[config.mk]
export PLATFORM = sky130hd
export DESIGN_NAME = compare_tally
export DESIGN_NICKNAME = d
export VERILOG_FILES = /design/src/rtl/compare_tally.sv
export SDC_FILE = /design/constraint.sdc
export NUM_CORES = 1
export LEC_CHECK = 0
export ABC_AREA = 0
export BUFFER_PORTS_ARGS = -buffer_cell sky130_fd_sc_hd__buf_2
export CAP_MARGIN = 20
export CELL_PAD_IN_SITES_DETAIL_PLACEMENT = 1
export CELL_PAD_IN_SITES_GLOBAL_PLACEMENT = 1
export CORE_UTILIZATION = 41
export DETAILED_ROUTE_END_ITERATION = 12
export HOLD_SLACK_MARGIN = 0.1
export MAX_ROUTING_LAYER = met4
export PLACE_DENSITY_LB_ADDON = 0.1
export SLEW_MARGIN = 5
export SYNTH_ARGS = -nofsm -noshare
export SYNTH_HDL_FRONTEND = slang
export SYNTH_SLANG_ARGS = --single-unit
[constraint.sdc]
create_clock -name clk -period 2.14 [get_ports clk]
set_input_delay 0.321 -clock clk [delete_from_list [all_inputs] [get_ports clk]]
set_output_delay 0.321 -clock clk [all_outputs]
set_load 0.03 [all_outputs]
[src/rtl/compare_tally.sv]
// Tallies one-hot L/G/E results from magnitude_comparator, counts illegal codes,
// and flags runs of STREAK_N identical consecutive legal outcomes. STREAK_N must be >= 2.
module compare_tally #(
  parameter int CNT_W    = 8,
  parameter int STREAK_N = 3
) (
  input  logic             clk,
  input  logic             rst_n,
  input  logic             in_valid,
  input  logic             L,
  input  logic             G,
  input  logic             E,
  input  logic             clear,
  output logic [CNT_W-1:0] cnt_lt,
  output logic [CNT_W-1:0] cnt_gt,
  output logic [CNT_W-1:0] cnt_eq,
  output logic [CNT_W-1:0] err_cnt,
  output logic [1:0]       last_res,
  output logic             out_valid,
  output logic             code_err,
  output logic             streak_hit
);

  localparam int               RUN_W   = $clog2(STREAK_N) + 1;
  localparam logic [RUN_W-1:0] RUN_MAX = RUN_W'(STREAK_N);
  localparam logic [CNT_W-1:0] CNT_MAX = '1;

  // Handshake: in_valid alone qualifies L/G/E; there is no ready, so every
  // cycle with in_valid=1 (and clear=0) is one accepted sample.

  logic [RUN_W-1:0] run, run_n;
  logic [CNT_W-1:0] cnt_lt_n, cnt_gt_n, cnt_eq_n, err_cnt_n;
  logic [1:0]       last_res_n, res_code;
  logic             out_valid_n, code_err_n, streak_hit_n, code_legal;

  function automatic logic [CNT_W-1:0] sat_inc(input logic [CNT_W-1:0] v);
    return (v == CNT_MAX) ? v : v + CNT_W'(1);
  endfunction

  always_comb begin
    res_code   = 2'b00;
    code_legal = 1'b0;
    case ({L, G, E})
      3'b100:  begin res_code = 2'b01; code_legal = 1'b1; end
      3'b010:  begin res_code = 2'b10; code_legal = 1'b1; end
      3'b001:  begin res_code = 2'b11; code_legal = 1'b1; end
      default: begin res_code = 2'b00; code_legal = 1'b0; end
    endcase
  end

  always_comb begin
    cnt_lt_n     = cnt_lt;
    cnt_gt_n     = cnt_gt;
    cnt_eq_n     = cnt_eq;
    err_cnt_n    = err_cnt;
    last_res_n   = last_res;
    run_n        = run;
    streak_hit_n = streak_hit;
    out_valid_n  = 1'b0;
    code_err_n   = 1'b0;
    if (clear) begin
      // A sample coinciding with clear is dropped without any pulse.
      cnt_lt_n     = '0;
      cnt_gt_n     = '0;
      cnt_eq_n     = '0;
      err_cnt_n    = '0;
      last_res_n   = 2'b00;
      run_n        = '0;
      streak_hit_n = 1'b0;
    end else if (in_valid) begin
      out_valid_n = 1'b1;
      if (code_legal) begin
        case (res_code)
          2'b01:   cnt_lt_n = sat_inc(cnt_lt);
          2'b10:   cnt_gt_n = sat_inc(cnt_gt);
          default: cnt_eq_n = sat_inc(cnt_eq);
        endcase
        if (last_res != 2'b00 && res_code == last_res)
          run_n = (run >= RUN_MAX) ? RUN_MAX : run + RUN_W'(1);
        else
          run_n = RUN_W'(1);
        last_res_n   = res_code;
        streak_hit_n = (run_n >= RUN_MAX);
      end else begin
        err_cnt_n    = sat_inc(err_cnt);
        code_err_n   = 1'b1;
        run_n        = '0;
        streak_hit_n = 1'b0;
      end
    end
  end

  always_ff @(posedge clk) begin
    if (!rst_n) begin
      cnt_lt     <= '0;
      cnt_gt     <= '0;
      cnt_eq     <= '0;
      err_cnt    <= '0;
      last_res   <= 2'b00;
      run        <= '0;
      out_valid  <= 1'b0;
      code_err   <= 1'b0;
      streak_hit <= 1'b0;
    end else begin
      cnt_lt     <= cnt_lt_n;
      cnt_gt     <= cnt_gt_n;
      cnt_eq     <= cnt_eq_n;
      err_cnt    <= err_cnt_n;
      last_res   <= last_res_n;
      run        <= run_n;
      out_valid  <= out_valid_n;
      code_err   <= code_err_n;
      streak_hit <= streak_hit_n;
    end
  end

endmodule

==> qor.yml <==
run_status:
  outcome: "completed"
critical_path:
  rr_endpoint: "cnt_lt[3]$_SDFFE_PP0P_"
  worstSetupStartpoint: "L"
  path_cells: "buf_2, xnor2_1, nor2_1, inv_1, ha_1, o2111ai_2, or4_1, a21oi_1"
  rrSetupSlack_ns: 0.40
  r2r-start: "cnt_lt[0]$_SDFFE_PP0P_"
  reg2reg_depth: 6
  worst_ep_required_time_ns: 2.36
  crit_path_end_kind: "flip-flop"
  crit_family: "simple AND/OR/NAND/NOR gates"
  endpoint: "cnt_eq[6]$_SDFFE_PP0P_"
  crit_cells: 8
  worst_ep_arrival_time_ns: 2.08
  path_buf_inv: 2
  crit_path_max_fanout: 10
  cpPeakStageDelay_ns: 0.55
  slowest_stage: "or4_1"
  worstSetupPathType: "in2reg"
  start_kind: "primary input"
final_layout:
  drive_gt1_frac: 0.258
  final_area_sq_um: 2640
  final_common_cell: "buf_2"
  num_antenna_cells: 0
  area_delta_synth_final_pct: 20.2
  most-common-layout-cells: "buf_2, dfxtp_1, a21oi_1"
  fin_nets: 320
yosys:
  synthesis.area_sq_um: 2200
  syn-instance-count: 253
  ys_seq_area_frac: 0.364
  synth-seq-cells: 40
  syn-mean-instance-area_sq_um: 8.68
  async_flop_share: 0
  synth_ff_type: "dfxtp_1"
  yosys_warnings: 0
  synth_cell_types: 49
  syn_nets: 268
  synth_edf_count: 0
grt:
  grtUsageTotal: 0.224
  grt_pass1_vias: 2017
  grt_max_degree: 18
  antenna_found_initial: 0
  grt_overflow: 0
  grt_pass1_wl_um: 9470
timing:
  totalNegativeSetupSlack_ns: 0
  worstMarginPinSlew_ns: 0.708
  skew_ns: 0.00638
  max_clock_freq_ghz: 0.538
  fin_crit_ns: 1.86
  maxSlewViolCount: 0
  maxSlewHeadroom: 0.527
  period_share: 0.868
  rsz0062_at_grt: "no"
  finalSetupViolations: 0
  hold_viol: 0
clock_network:
  clock_tree.htree_level_count: 2
  cts_hold_buf: 0
  clock_path_buffers: 2
  ctsResizeCount: 0
  cts_setup_buffers: 0
  cts_sinks: 40
  cts.clk_slew.worst_paths_ns: 0.08
  root_buffer: "clkbuf_8"
  tritoncts: "built"
  numCtsBuffers: 5
  clock_latency_ns: 0.29
floorplanning:
  die_area_sq_um: 5660
  row_count: 26
  io_pins: 44
  core_sq_um: 5140
  dieHeight_um: 75.2
  die_x_um: 75.2
  initial_core_util: 0.427
power:
  netSwitchingFraction: 0.263
  p_clk_frac: 0.365
  p_comb_frac: 0.114
  pwr_density_cell_nw_per_um2: 548
  p_leak_nw: 1.04
  seqPwrFrac: 0.521
  intPower_mw: 1.07
  ir_drop_uv: 257
  power.switching_mw: 0.380
  total_power_mw: 1.45
drt:
  first_pass_iters: 4
  vias_per_cell: 5.65
  drtAntennaViolNets: 0
  wl_um: 5680
  first_iter_violations: 107
  wl_per_cell_um: 15.1
  vias: 2126
  drc: 0
hold_path:
  hold_depth: 4
  hp-class: "in2reg"
place:
  dp_hpwl_um: 4210
  gp_congestion: 0.763
  io_buffer_count: 43
  post_dp_cell_area_sq_um: 2550
run:
  drv_cap: 0
-- power groups by stage --
stage / Combinational (mW) / Sequential, mW / Clock (mW)
floorplan: 0.100 / 0.779 / 0
global placement: 0.163 / 0.771 / 0
detailed placement: 0.165 / 0.772 / 0
CTS: 0.166 / 0.754 / 0.542
global route: 0.183 / 0.755 / 0.576
finish: 0.166 / 0.754 / 0.528
-- cells in the mapped netlist, types with 2 or more instances --
cell / instances / area [sq um]
a211o_1: 2 / 17.5
a211oi_1: 2 / 15.0
a21o_1: 2 / 15.0
a21oi_1: 30 / 150
a31o_2: 2 / 17.5
a31oi_1: 4 / 25.0
a41o_1: 2 / 20.0
and2_1: 3 / 18.8
and3_1: 2 / 12.5
and4_1: 3 / 26.3
buf_2: 6 / 30.0
clkbuf_1: 6 / 22.5
dfxtp_1: 40 / 801
ha_1: 8 / 100
inv_1: 8 / 30.0
mux2i_1: 3 / 30.0
nand2_1: 18 / 67.6
nand2b_1: 5 / 31.3
nand3_1: 14 / 70.1
nand3b_1: 2 / 15.0
nand4_1: 4 / 25.0
nor2_1: 10 / 37.5
o2111ai_2: 2 / 30.0
o211a_1: 2 / 20.0
o211ai_1: 2 / 15.0
o211ai_2: 2 / 25.0
o21ai_0: 14 / 70.1
o31ai_1: 12 / 90.1
or3_1: 8 / 50.1
or3b_1: 2 / 17.5
or3b_2: 2 / 17.5
or4_1: 12 / 90.1
xnor2_1: 3 / 26.3
-- cell families (layout without fill, tap and decap cells) --
group / after synthesis / in the layout / synth area share
DFF: 40 / 40 / 0.364
AOI/OAI and AO/OA: 86 / 86 / 0.269
buffers and inverters: 22 / 75 / 0.0461
and+or+nand+nor: 90 / 90 / 0.236
adders and majority gates: 8 / 8 / 0.0456
muxes: 3 / 3 / 0.0137
xor gates and xnor gates: 4 / 4 / 0.0245
-- flip-flops by register name (all words and copies together), names as in the netlist --
signal	cells
cnt_eq	8
cnt_gt	8
cnt_lt	8
code_err	1
err_cnt	8
last_res	2
out_valid	1
run	3
streak_hit	1
-- area by class of cell --
cell class / count / area, sq um
clock buffer: 6 / 82.6
clock inverter: 2 / 10.0
sequential: 40 / 801
tap: 70 / 87.6
fill: 655 / 2500
inverter: 8 / 30.0
timing repair buffer: 59 / 335
multi-input combinational: 191 / 1290
-- worst min-delay path: cells and delay by family --
family / cells / cell delay, ns
AOI/OAI and AO/OA: 1 / 0.05
buffers and inverters: 1 / 0.13
and+or+nand+nor: 2 / 0.14
-- worst min path at each step --
stage / from / to
2_1_floorplan: run[2]$_SDFFE_PP0P_ / run[2]$_SDFFE_PP0P_
3_3_place_gp: cnt_lt[7]$_SDFFE_PP0P_ / cnt_lt[7]$_SDFFE_PP0P_
3_5_place_dp: cnt_lt[7]$_SDFFE_PP0P_ / cnt_lt[7]$_SDFFE_PP0P_
4_1_cts: L / last_res[1]$_SDFFE_PP0P_
5_1_grt: in_valid / run[2]$_SDFFE_PP0P_
6_report: L / last_res[1]$_SDFFE_PP0P_
-- stage by stage --
step	hold slack (ns)	cells	worst slack [ns]	utilization
global route	0.412	376	0.172	0.514
finish	0.395	376	0.283	0.514
CTS	0.391	376	0.282	0.514
detailed placement	0.483	368	-0.0205	0.496
global placement	0.482	368	0.0950	0.496
floorplan	0.479	253	0.209	-
-- layer usage --
| layer | GRT usage | wire, um |
|---|---|---|
| met1 | 0.286 | 2790 |
| met2 | 0.365 | 2690 |
| met3 | 0.0442 | 144 |
| met4 | 0.0556 | 57 |
| met5 | - | 0 |
Note: power is estimated with default switching activity, not from simulation.
